**src/rtl/seq_detector_param.sv**
```systemverilog
// Serial pattern detector with runtime pattern, length and overlap mode.
// Optional match counter enabled by defining SEQ_DET_COUNT_EN.
module seq_detector_param #(
  parameter int PAT_W = 8,
  parameter int LEN_W = 4,
  parameter int COUNT_W = 8,
  parameter logic [PAT_W-1:0] DEF_PAT = 8'b0000_1011,
  parameter int DEF_LEN = 4,
  parameter bit DEF_OVL = 1'b1
) (
  input  logic               clk,
  input  logic               reset,
  input  logic               x,
  input  logic               in_valid,
  input  logic               cfg_load,
  input  logic [PAT_W-1:0]   pattern,
  input  logic [LEN_W-1:0]   pat_len,
  input  logic               overlap,
  input  logic               cnt_clr,
  output logic               y,
  output logic [COUNT_W-1:0] match_count
);

  localparam logic [LEN_W-1:0] MAXL = LEN_W'(PAT_W);

  logic [PAT_W-1:0] pat_r;
  logic [LEN_W-1:0] len_r;
  logic             ovl_r;
  logic [PAT_W-1:0] hist;
  logic [LEN_W-1:0] fill;

  logic [PAT_W-1:0] hist_nx;
  logic [PAT_W-1:0] mask;
  logic [LEN_W-1:0] fill_nx;
  logic [LEN_W-1:0] len_in;
  logic             accept;
  logic             hit;

  always_comb begin
    len_in = pat_len;
    if (pat_len == '0)
      len_in = LEN_W'(1);
    else if (pat_len > MAXL)
      len_in = MAXL;
  end

  always_comb begin
    mask = '0;
    for (int i = 0; i < PAT_W; i++)
      mask[i] = (LEN_W'(i) < len_r);
  end

  assign accept  = in_valid & ~cfg_load;
  assign hist_nx = {hist[PAT_W-2:0], x};
  assign fill_nx = (fill == MAXL) ? fill : fill + LEN_W'(1);
  assign hit     = accept && (fill_nx >= len_r) &&
                   (((hist_nx ^ pat_r) & mask) == '0);

  always_ff @(posedge clk or posedge reset) begin
    if (reset) begin
      pat_r <= DEF_PAT;
      len_r <= LEN_W'(DEF_LEN);
      ovl_r <= DEF_OVL;
      hist  <= '0;
      fill  <= '0;
      y     <= 1'b0;
    end else if (cfg_load) begin
      pat_r <= pattern;
      len_r <= len_in;
      ovl_r <= overlap;
      hist  <= '0;
      fill  <= '0;
      y     <= 1'b0;
    end else begin
      y <= hit;
      if (accept) begin
        hist <= hist_nx;
        // non-overlap: a match consumes its bits
        fill <= (hit && !ovl_r) ? '0 : fill_nx;
      end
    end
  end

`ifdef SEQ_DET_COUNT_EN
  logic [COUNT_W-1:0] cnt;

  always_ff @(posedge clk or posedge reset) begin
    if (reset)
      cnt <= '0;
    else if (cnt_clr)
      cnt <= hit ? COUNT_W'(1) : '0;
    else if (hit && cnt != '1)
      cnt <= cnt + COUNT_W'(1);
  end

  assign match_count = cnt;
`else
  logic unused_cnt_clr;
  assign unused_cnt_clr = cnt_clr;
  assign match_count = '0;
`endif

endmodule
```
**config.mk**
```make
export PLATFORM = sky130hd
export DESIGN_NAME = seq_detector_param
export DESIGN_NICKNAME = d
export VERILOG_FILES = /design/src/rtl/seq_detector_param.sv
export SDC_FILE = /design/constraint.sdc
export NUM_CORES = 1
export LEC_CHECK = 0
export BUFFER_PORTS_ARGS = -buffer_cell sky130_fd_sc_hd__buf_2
export CAP_MARGIN = 20
export CORE_MARGIN = 2
export CORE_UTILIZATION = 54
export CTS_CLUSTER_DIAMETER = 150
export DETAILED_ROUTE_END_ITERATION = 6
export MAX_ROUTING_LAYER = met4
export PLACE_DENSITY = 0.83
export SLEW_MARGIN = 20
export SYNTH_ARGS = -nofsm -noshare
export SYNTH_HDL_FRONTEND = slang
export SYNTH_SLANG_ARGS = --single-unit
```
**constraint.sdc**
```tcl
create_clock -name clk -period 2.6 [get_ports clk]
set_clock_uncertainty 0.1 [all_clocks]
set_input_delay 0.13 -clock clk [delete_from_list [all_inputs] [get_ports clk]]
set_output_delay 0.13 -clock clk [all_outputs]
set_load 0.005 [all_outputs]
```
Word-level counts from Yosys, hierarchy flattened
Cells that the tools add are included.
Word-level totals
  register bits: 25
  input bits: 19
  output and inout port bits: 9
  word-level logic and storage cells: 38
Cells by class
  $add $sub $neg: 1
  order comparisons: 10
  eq/ne operators: 1
  mux-type cells: 9
  bitwise operators: 4
  reduce and logical (&&, ||, !) cells: 7
Operator list (count)
  4-bit 2-to-1 mux: 6
  3-bit by 4-bit less-than comparator with 1-bit output, first input constant: 4
  7-bit 2-to-1 mux: 2
  8-bit bitwise AND: 1
  8-bit logical NOT: 1
  1-bit by 4-bit less-than comparator with 1-bit output, first input constant: 2
  2-bit by 4-bit less-than comparator with 1-bit output, first input constant: 2
  8-bit XOR: 1
  4-bit by 1-bit adder with 4-bit output, second input constant: 1
  4-bit equality test, second input constant: 1
  4-bit greater-or-equal comparator: 1
  4-bit greater-than comparator, second input constant: 1
  4-bit logical NOT: 1
  1-bit logical AND: 3
  2-bit nonzero test: 1
  1-bit bitwise AND: 1
  1-bit logical NOT: 1
  1-bit 2-to-1 mux: 1
  1-bit NOT: 1

Logic depth before layout (Yosys ltp)
Gate-level depths: netlist of run 1.
  depth after elaboration: 9
  mapped depth: 11
  depth with buffers taken out: 11

Worst setup path after synthesis of run 1
Ideal clock, no wire load.
  path kind: reg2reg
  start point: register fill[0]
  end point: register fill[2]
  setup time: 0.096 ns
  data arrival time: 2.136 ns
  required time: 2.404 ns
  path slack: 0.269 ns
  cell stages (with the launch flop): 12
  path buffers: 0
  period minus slack after synthesis: 2.331 ns
  path through: dfrtp_1 inv_1 ha_1 nand2_1 nor2_1 xnor2_1 ha_1 nand2b_1 a2111oi_0 nor3_1 and3_2 o32ai_2
Between the ends
  longest elaborated chain between the ends: 9
  elaborated cells between the ends (all ways): 10
  those cells by class: add/sub: 1; order compare: 1; eq/ne: 1; mux: 4; reduce/logical: 3
Ends and longest elaborated chain
  start: declaration: line 30  | logic [LEN_W-1:0] fill;
  start signal: assignment: line 79  | fill <= (hit && !ovl_r) ? '0 : fill_nx;
  4-bit by 1-bit adder with 4-bit output / 4-bit equality test (equally long branches): line 55  | assign fill_nx = (fill == MAXL) ? fill : fill + LEN_W'(1);
  4-bit 2-to-1 mux (*): line 55
  4-bit greater-or-equal comparator: line 56  | assign hit = accept && (fill_nx >= len_r) &&
  1-bit logical AND (2 in series): line 56
  1-bit logical AND: line 79
  4-bit 2-to-1 mux (*): line 79
  4-bit 2-to-1 mux (*): line 76  | if (accept) begin
  4-bit 2-to-1 mux (*): line 67  | end else if (cfg_load) begin
Every way passes the cells marked *; elsewhere a longest branch is shown, timed or not. The select of a mux whose other input is x is not followed.
A chain may end at the register's enable or synchronous reset.

Worst setup path in the final report of run 1
  start point: register fill[1]
  end point: register fill[2]
The elaborated chain is that of the path after synthesis.

==> reports/results.ini, run 1 <==
[floorplan]
num_rows = 18
dieArea_sq_um = 3010
die-width_um = 54.9
start_util_pct = 57.0
die_h_um = 54.9
io-pin-count = 28
coreArea_sq_um = 2450

[timing]
fin_crit_sh_pct = 95.3
min_period_ns = 2.48
slew_headroom_pct = 39.0
drv_slew = 0
fin_ws_ns = 0.122
hold_violations = 0
tightest_slew_ns = 0.914
fmax_mhz = 404
finalSetupViolCount = 0

[clock_network]
root_buffer = clkbuf_4
cts_tree = done
path_clk_slew_ns = 0.13
h-tree-depth = 1
ctsLongestPathBuffers = 2
cts_buffers = 3
clock_sinks = 25
clkLatencyLatePin_ns = 0.31

[worst_setup_path]
crit_start = fill[1]
reg2reg_slack_ns = 0.12
crit_arrival_ns = 2.62
r2r_end = fill[2]
end_kind = register
critical_path_class = reg -> reg
cp_max_fo = 3
start_kind = register
cp.required_ns = 2.74
r2r_cells = 11
r2r-start = fill[1]

[logic_synthesis]
avgSynthCellArea_sq_um = 10.6
yosys_warnings = 0
yosysUniqueCellTypes = 34
synth_most_common_cell = dfrtp_1
yosys.area.top_type = dfrtp_1
synth_edf_count = 0
yosys-top-cells-count = 20 x dfrtp_1, 14 x nor2_1, 10 x mux2_2, 9 x buf_4, 9 x inv_1
synthTopCellsByArea = dfrtp_1 36%, dfstp_2 9.4%, mux2_2 8.1%, ha_1 5.4%, mux2i_1 5.0%
yosys.area.top_type_share_pct = 35.8
synthArstFlopShare_pct = 100
synth_cells = 132
ys_ff_latch = 25
ys_seq_area_share_pct = 45.2
mappedNetlistArea_sq_um = 1400
ys.flop_type = dfrtp_1

[drt]
drt-total-wl_um = 2540
vias_per_cell = 5.25
drc = 0
initialDrtViolationCount = 3
dr.pass1.iters = 4
num_vias = 1019
ant_nets = 0
wl_per_cell_um = 13.1

[global_route]
grt_max_degree = 28
grt_pass1_wl_um = 4260
grt_pass1_vias = 1025
overflow = 0
grt_usage_pct = 20.6
antenna_found_initial = 0

[power_and_ir_drop]
netSwitchingFraction_pct = 27.7
peakVddDrop_mv = 0.434
leakage_uw = 0.000770
p_int_uw = 569
pwr-share-clk_pct = 21.4
pwr-share-comb_pct = 21.9
power_frac_seq_pct = 56.6
pwr_density_cell_nw_per_um2 = 476
p_switching_uw = 218

[finish]
finalNonFillerCells = 194
nFillCells = 200
nets = 190
antenna-diode-count = 0
syn2layout_area_growth_pct = 18.1
drive_above_1_share_pct = 28.0
stdcell_area_sq_um = 1650

[placement]
gp_congestion = 0.821
io_buffers = 18
dpl_worst_slack_ns = 0.0806
dpl.cell_count = 175
hpwl_um = 1810
placed_area_sq_um = 1470

[min_path]
min_from = pat_len[0]
min_to = len_r[0]
hold_depth = 4
hold_class = in -> reg

[flow_run]
drv_cap = 0

[outcome]
outcome = finished, final reports clean

==> kinds of logic (layout without fill, tap and decap cells) <==
logic type | after synthesis | count (layout) | synth area share, %
AOI/OAI and AO/OA | 20 | 20 | 10.8
adders and majority gates | 6 | 6 | 5.37
xor gates and xnor gates | 10 | 10 | 6.26
DFF | 25 | 25 | 45.2
other | 1 | 8 | 0.268
muxes | 17 | 17 | 13.1
and+or+nand+nor | 31 | 31 | 10.6
buffers and inverters | 22 | 47 | 8.41
==> how the worst max path moves through the flow <==
stage	to	slack, ns	cells after the start
after floorplan	fill[2]	0.27	11
after global placement	fill[2]	0.16	11
after detailed placement	fill[2]	0.08	11
after CTS	fill[2]	0.05	11
after global routing	fill[2]	-0.02	11
final	fill[2]	0.12	11
==> metal layers <==
metal | share of wire, % | GRT usage (%) | wire length [um] | vias up
met3 | 3.0 | 3.76 | 76 | 4
li1 | - | - | - | 501
met5 | 0 | - | 0 | -
met4 | 0.98 | 8.94 | 25 | 0
met2 | 52 | 36.3 | 1330 | 23
met1 | 44 | 22.8 | 1110 | 491
==> power by group through the flow <==
stage / clock [uW] / combinational (uW) / sequential (uW)
final: 169 / 173 / 446
after floorplan: 0 / 125 / 447
after CTS: 178 / 167 / 446
after global routing: 192 / 194 / 450
after detailed placement: 0 / 150 / 454
after global placement: 0 / 144 / 452
==> state kept, by name (all words and copies together), names as in the netlist <==
name	flops
y	1
pat_r	8
hist	7
fill	4
ovl_r	1
len_r	4
==> cell type report <==
class                      count  area (sq um)  share of cell area (%)
clock buffer                   3          22.5                    1.36
sequential                    25           632                    38.3
timing repair buffer          33           238                    14.4
tap                           30          37.5                    2.27
inverter                      10          37.5                    2.27
clock inverter                 1          5.00                   0.303
multi-input combinational     92           679                    41.1
==> cell usage in the layout (no fill, tap or decap), types with 2 or more instances in the layout <==
| master | count |
|---|---|
| o21ai_0 | 4 |
| nand2_1 | 5 |
| conb_1 | 8 |
| buf_2 | 18 |
| mux2_2 | 10 |
| dfrtp_1 | 20 |
| clkbuf_4 | 3 |
| mux2i_1 | 7 |
| a21oi_1 | 3 |
| nor2_1 | 13 |
| a31oi_1 | 3 |
| dfstp_2 | 5 |
| nand3_1 | 4 |
| dlygate4sd3_1 | 14 |
| o32ai_2 | 2 |
| inv_1 | 9 |
| ha_1 | 6 |
| xnor2_1 | 8 |
| o22ai_1 | 2 |
| xor2_1 | 2 |
==> through the flow <==
step / total power (uW) / util (%) / setup TNS (ns) / hold WS [ns]
floorplan: 572 / - / 0 / 0.0536
global placement: 596 / 60.0 / 0 / 0.229
detailed placement: 604 / 60.0 / 0 / 0.243
CTS: 791 / 66.8 / 0 / 0.0578
global route: 835 / 67.3 / -0.0244 / 0.0659
finish: 787 / 67.3 / 0 / 0.0724
==> repair_timing <==
| item | in CTS | in global routing |
|---|---|---|
| buffers inserted | 0 | 1 |
| endpoints found under the setup margin | 0 | 5 |
| gates resized for setup | 0 | 3 |
| hold buffers | 14 | 0 |
| hold endpoints to repair | 33 | 0 |
==> worst max-delay path: stages, from the launching register on <==
cell,delay (ns)
dfrtp_1,0.42
inv_1,0.08
ha_1,0.15
nand2_1,0.08
nor2_2,0.10
xnor2_1,0.16
ha_1,0.26
nand2b_1,0.14
a2111oi_1,0.38
nor3_1,0.10
and3_2,0.23
o32ai_2,0.19
(Power assumes the default switching activity.)
==> run 2, diff against run 1 <==
MAX_ROUTING_LAYER = not set   (was met4)
==> run 2 against run 1 <==
Die area is the same. Maximum frequency is essentially flat. Utilization is the same. Count of clock-buffer cells in the layout is the same. Combinational power is essentially flat. Power is essentially flat. Sequential share of layout area is the same. Non-clock buffer count is the same. First-iteration DRC count is the same. Routed wire length grew 0.28%.
==> reports/results.ini, run 2 (same netlist as run 1, synthesis figures left out) <==
[worst_setup_path]
cp_max_fo = 3  ; unchanged
cp_slowest_cell = dfrtp_1  ; unchanged
cp.required_ns = 2.74  ; about the same
r2r_end = fill[2]  ; unchanged
cp_top_family = simple AND/OR/NAND/NOR gates  ; unchanged
path_common_cell = ha_1  ; unchanged
reg2reg_slack_ns = 0.12  ; about the same
cp_num_buf_inv = 1  ; unchanged
r2r_cells = 11  ; unchanged
r2r-start = fill[1]  ; unchanged
critical_path_class = reg -> reg  ; unchanged
path_cells = inv_1 > ha_1 > nand2_1 > nor2_2 > xnor2_1 > ha_1 > nand2b_1 > a2111oi_1 > nor3_1 > and3_2 > o32ai_2  ; unchanged
slowest_delay_ns = 0.42  ; about the same
crit_arrival_ns = 2.62  ; about the same
start_kind = register  ; unchanged
end_kind = register  ; unchanged

[placement]
hpwl_um = 1810  ; unchanged
dpl.cell_count = 175  ; unchanged
io_buffers = 18  ; unchanged
gp_congestion = 0.809  ; was 0.821

[global_route]
overflow = 0  ; unchanged
grt_usage_pct = 20.1  ; was 20.6%
grt_pass1_wl_um = 4260  ; about the same
grt_max_degree = 28  ; unchanged
grt_pass1_vias = 1025  ; unchanged
antenna_found_initial = 0  ; unchanged

[floorplan]
die_h_um = 54.9  ; unchanged
dieArea_sq_um = 3010  ; unchanged
num_rows = 18  ; unchanged
die-width_um = 54.9  ; unchanged
start_util_pct = 57.0  ; unchanged
coreArea_sq_um = 2450  ; unchanged
io-pin-count = 28  ; unchanged

[clock_network]
h-tree-depth = 1  ; unchanged
path_clk_slew_ns = 0.13  ; about the same
clkLatencyLatePin_ns = 0.31  ; about the same
cts_buffers = 3  ; unchanged
cts_tree = done  ; unchanged
clock_sinks = 25  ; unchanged
root_buffer = clkbuf_4  ; unchanged
ctsLongestPathBuffers = 2  ; unchanged

[min_path]
hold_class = in -> reg  ; unchanged
min_from = pat_len[0]  ; unchanged
hold_depth = 4  ; unchanged
min_to = len_r[0]  ; unchanged

[drt]
route.met3.wl_um = 84  ; was 76 um
num_vias = 1020  ; was 1,019
drt-total-wl_um = 2550  ; was 2540 um
drc = 0  ; unchanged
dr_wl_met2_um = 1330  ; about the same
initialDrtViolationCount = 3  ; unchanged
highest_layer = met4  ; unchanged
vias_per_cell = 5.26  ; was 5.25
m1WireLength_um = 1110  ; about the same
dr.pass1.iters = 4  ; unchanged
ant_nets = 0  ; unchanged
wl_per_cell_um = 13.1  ; about the same

[power_and_ir_drop]
peakVddDrop_mv = 0.434  ; about the same
leakage_uw = 0.000770  ; unchanged
pwr_density_cell_nw_per_um2 = 477  ; was 476 nW/um^2
total_power_uw = 787  ; about the same

[finish]
nets = 190  ; unchanged
largest_reg_flops = 8  ; unchanged
syn2layout_area_growth_pct = 18.1  ; unchanged
finalNonFillerCells = 194  ; unchanged
drive_above_1_share_pct = 28.0  ; unchanged
top_regs = pat_r: 8 flops, hist: 7 flops  ; unchanged
layout_common_cells = 20 x dfrtp_1, 18 x buf_2, 14 x dlygate4sd3_1, 13 x nor2_1, 10 x mux2_2  ; unchanged
antenna-diode-count = 0  ; unchanged
nFillCells = 200  ; unchanged
final_common_cell = dfrtp_1  ; unchanged
top_register = pat_r  ; unchanged

[timing]
slew_headroom_pct = 38.9  ; was 39.0%
tns_ns = 0  ; unchanged
tightest_slew_ns = 0.915  ; was 0.914 ns
fmax_mhz = 403  ; was 404 MHz
fin_crit_sh_pct = 95.4  ; was 95.3%
min_period_ns = 2.48  ; about the same
drv_slew = 0  ; unchanged
hold_violations = 0  ; unchanged
finalSetupViolCount = 0  ; unchanged

[flow_run]
drv_cap = 0  ; unchanged

[outcome]
outcome = finished, final reports clean  ; unchanged

==> run 2: cell counts in the layout (fill, tap and decap cells not counted) <==
No cell type changed its count.
==> run 2: worst min-delay path: cells and delay by family <==
| kind | cells | cell delay [ns] |
|---|---|---|
| buffers and inverters | 1 | 0.08 |
| and+or+nand+nor | 2 | 0.10 |
| muxes | 1 | 0.14 |
==> run 2: how the worst max path moves through the flow <==
stage                 start       to  slack, ns  cells past startpoint
detailed placement  fill[0]  fill[2]       0.08                     11
global route        fill[1]  fill[2]      -0.02                     11
global placement    fill[0]  fill[2]       0.16                     11
finish              fill[1]  fill[2]       0.12                     11
floorplan           fill[0]  fill[2]       0.27                     11
CTS                 fill[0]  fill[2]       0.05                     11
==> run 2: what timing repair did <==
item | in CTS | in global routing
gates resized for setup | 0 | 3
hold endpoints to repair | 33 | 0
hold buffers | 14 | 0
setup endpoints to repair | 0 | 5
setup buffers | 0 | 1
==> run 2: routing by layer <==
layer  up-vias  global-route usage [%]
li1        502                       -
met1       491                    22.8
met2        23                    36.3
met3         4                    3.76
met4         0                    8.94
met5         -                       0
==> run 2: through the flow <==
stage          worst slack, ns  instance area (sq um)  util, %  hold slack [ns]
4_1_cts                 0.0504                   1640     66.8           0.0578
2_1_floorplan            0.269                   1430        -           0.0536
3_5_place_dp            0.0806                   1470     60.0            0.243
3_3_place_gp             0.160                   1470     60.0            0.229
5_1_grt                -0.0156                   1650     67.3           0.0659
6_report                 0.121                   1650     67.3           0.0724
==> run 2: final cells by class <==
type	count	area, sq um	share of cell area (%)
clock buffer	3	22.5	1.36
timing repair buffer	33	238	14.4
tap	30	37.5	2.27
inverter	10	37.5	2.27
sequential	25	632	38.3
multi-input combinational	92	679	41.1
clock inverter	1	5.00	0.303
==> run 2: power breakdown <==
part | leakage (uW) | internal, uW | switching [uW]
registers | 0.000314 | 421 | 24.3
clock network | 0.0000177 | 57.5 | 111
logic | 0.000439 | 90.3 | 82.5
==> run 3, diff against run 2 <==
PLACE_DENSITY = 0.82   (was 0.83)
==> run 3 against run 2 <==
Count of clock-buffer cells in the layout stayed put. Global-route usage is 0.56 points lower. Design area is 0.53% higher. Utilization is 0.36 points higher. Worst setup slack worse by 0.017 ns. Sequential cell count stayed put. Clock power is 2% higher. Combinational power is 5% higher. Die area stayed put. Critical path type unchanged. Power is 1.8% higher.
==> reports/results.ini, run 3 (same netlist as run 1, synthesis figures left out) <==
[floorplan]
num_rows = 18  ; unchanged
io-pin-count = 28  ; unchanged
die-width_um = 54.9  ; unchanged
dieArea_sq_um = 3010  ; unchanged
coreArea_sq_um = 2450  ; unchanged
die_h_um = 54.9  ; unchanged
start_util_pct = 57.0  ; unchanged

[outcome]
outcome = finished, final reports clean  ; unchanged

[clock_network]
clock_sinks = 25  ; unchanged
root_buffer = clkbuf_4  ; unchanged
path_clk_slew_ns = 0.12  ; was 0.13 ns
h-tree-depth = 1  ; unchanged
cts_buffers = 3  ; unchanged
cts_tree = done  ; unchanged
clkLatencyLatePin_ns = 0.33  ; was 0.31 ns
ctsLongestPathBuffers = 2  ; unchanged

[timing]
fin_ws_ns = 0.104  ; was 0.121 ns
rsz0062_at_grt = false
min_period_ns = 2.50  ; was 2.48 ns
finalSetupViolCount = 0  ; unchanged
tightest_slew_ns = 0.899  ; was 0.915 ns
drv_slew = 0  ; unchanged
tns_ns = 0  ; unchanged
hold_violations = 0  ; unchanged
fmax_mhz = 401  ; was 403 MHz
fin_crit_sh_pct = 96.0  ; was 95.4%
slew_headroom_pct = 40.0  ; was 38.9%

[finish]
nets = 190  ; unchanged
largest_reg_flops = 8  ; unchanged
layout_common_cells = 20 x dfrtp_1, 18 x buf_2, 14 x nor2_1, 14 x dlygate4sd3_1, 10 x mux2_2  ; was 20 x dfrtp_1, 18 x buf_2, 14 x dlygate4sd3_1, 13 x nor2_1, 10 x mux2_2
drive_above_1_share_pct = 28.7  ; was 28.0%
syn2layout_area_growth_pct = 18.7  ; was 18.1%
top_regs = pat_r: 8 flops, hist: 7 flops  ; unchanged
final_util_pct = 67.6  ; was 67.3%
final_common_cell = dfrtp_1  ; unchanged
top_register = pat_r  ; unchanged
antenna-diode-count = 0  ; unchanged

[placement]
io_buffers = 18  ; unchanged
gp_congestion = 0.819  ; was 0.809
dpl_worst_slack_ns = 0.0767  ; was 0.0806 ns
hpwl_um = 1860  ; was 1810 um

[drt]
num_vias = 1039  ; was 1,020
wl_per_cell_um = 13.3  ; was 13.1 um
initialDrtViolationCount = 16  ; was 3
ant_nets = 0  ; unchanged
drt-total-wl_um = 2570  ; was 2550 um
drc = 0  ; unchanged
dr.pass1.iters = 4  ; unchanged
vias_per_cell = 5.36  ; was 5.26

[power_and_ir_drop]
peakVddDrop_mv = 0.513  ; was 0.434 mV
leakage_uw = 0.000767  ; was 0.000770 uW
pwr_density_cell_nw_per_um2 = 483  ; was 477 nW/um^2

[global_route]
grt_max_degree = 28  ; unchanged
overflow = 0  ; unchanged
grt_pass1_vias = 980  ; was 1,025
grt_usage_pct = 19.5  ; was 20.1%
grt_pass1_wl_um = 4150  ; was 4260 um
antenna_found_initial = 0  ; unchanged

[worst_setup_path]
cp_max_fo = 4  ; was 3
r2r_end = fill[3]  ; was fill[2]
crit_arrival_ns = 2.61  ; was 2.62 ns
end_kind = register  ; unchanged
critical_path_class = reg -> reg  ; unchanged
reg2reg_slack_ns = 0.10  ; was 0.12 ns
r2r_cells = 10  ; was 11
r2r-start = fill[0]  ; was fill[1]
cp.required_ns = 2.71  ; was 2.74 ns
start_kind = register  ; unchanged

[min_path]
min_from = pat_len[0]  ; unchanged
hold_depth = 4  ; unchanged
hold_class = in -> reg  ; unchanged
min_to = len_r[0]  ; unchanged

[flow_run]
drv_cap = 0  ; unchanged

==> run 3: through the flow <==
step	area (sq um)	cells	total power, uW	hold slack (ns)
6_report	1660	194	801	0.0655
3_3_place_gp	1470	175	596	0.226
2_1_floorplan	1430	139	572	0.0536
3_5_place_dp	1470	175	604	0.230
4_1_cts	1640	193	799	0.0481
5_1_grt	1660	194	846	0.107
==> run 3: routing by layer <==
metal  wire length, um  up-vias  GRT usage (%)
li1                  -      510              -
met1              1110      502           25.0
met2              1360       23           34.3
met3                70        4           1.61
met4                28        0           7.32
met5                 0        -              0
==> run 3: worst max-delay path, stage by stage, from the launching register on <==
cell and delay (ns):
dfrtp_1 0.44, inv_2 0.06, ha_1 0.19, nand2_1 0.08
nand3_1 0.07, o21ai_1 0.17, ha_1 0.25, o21ai_0 0.10
a222oi_1 0.45, nand4b_1 0.19, a32o_2 0.29
==> run 3: where the power goes <==
part | leakage, uW | internal (uW) | total (uW) | switching (uW)
Combinational | 0.000440 | 94.9 | 181 | 85.6
Clock | 0.0000139 | 58.8 | 173 | 115
Sequential | 0.000314 | 421 | 447 | 26.2
==> run 3: final cells by class <==
class / instances / area (sq um)
fill: 189 / 795
multi-input combinational: 92 / 686
sequential: 25 / 632
timing repair buffer: 33 / 238
inverter: 10 / 37.5
tap: 30 / 37.5
clock buffer: 3 / 22.5
clock inverter: 1 / 7.51
==> run 3: worst max path at each step <==
stage,start,end,slack [ns]
5_1_grt,fill[0],fill[2],0.01
3_5_place_dp,fill[0],fill[2],0.08
3_3_place_gp,fill[0],fill[2],0.16
2_1_floorplan,fill[0],fill[2],0.27
6_report,fill[0],fill[3],0.10
4_1_cts,fill[0],fill[2],0.04
==> run 3: repair_timing <==
action / CTS / global route
setup endpoints to repair: 0 / 4
gates resized for setup: 0 / 5
setup buffers: 0 / 1
hold buffers: 14 / 0
endpoints found under the hold margin: 33 / 0
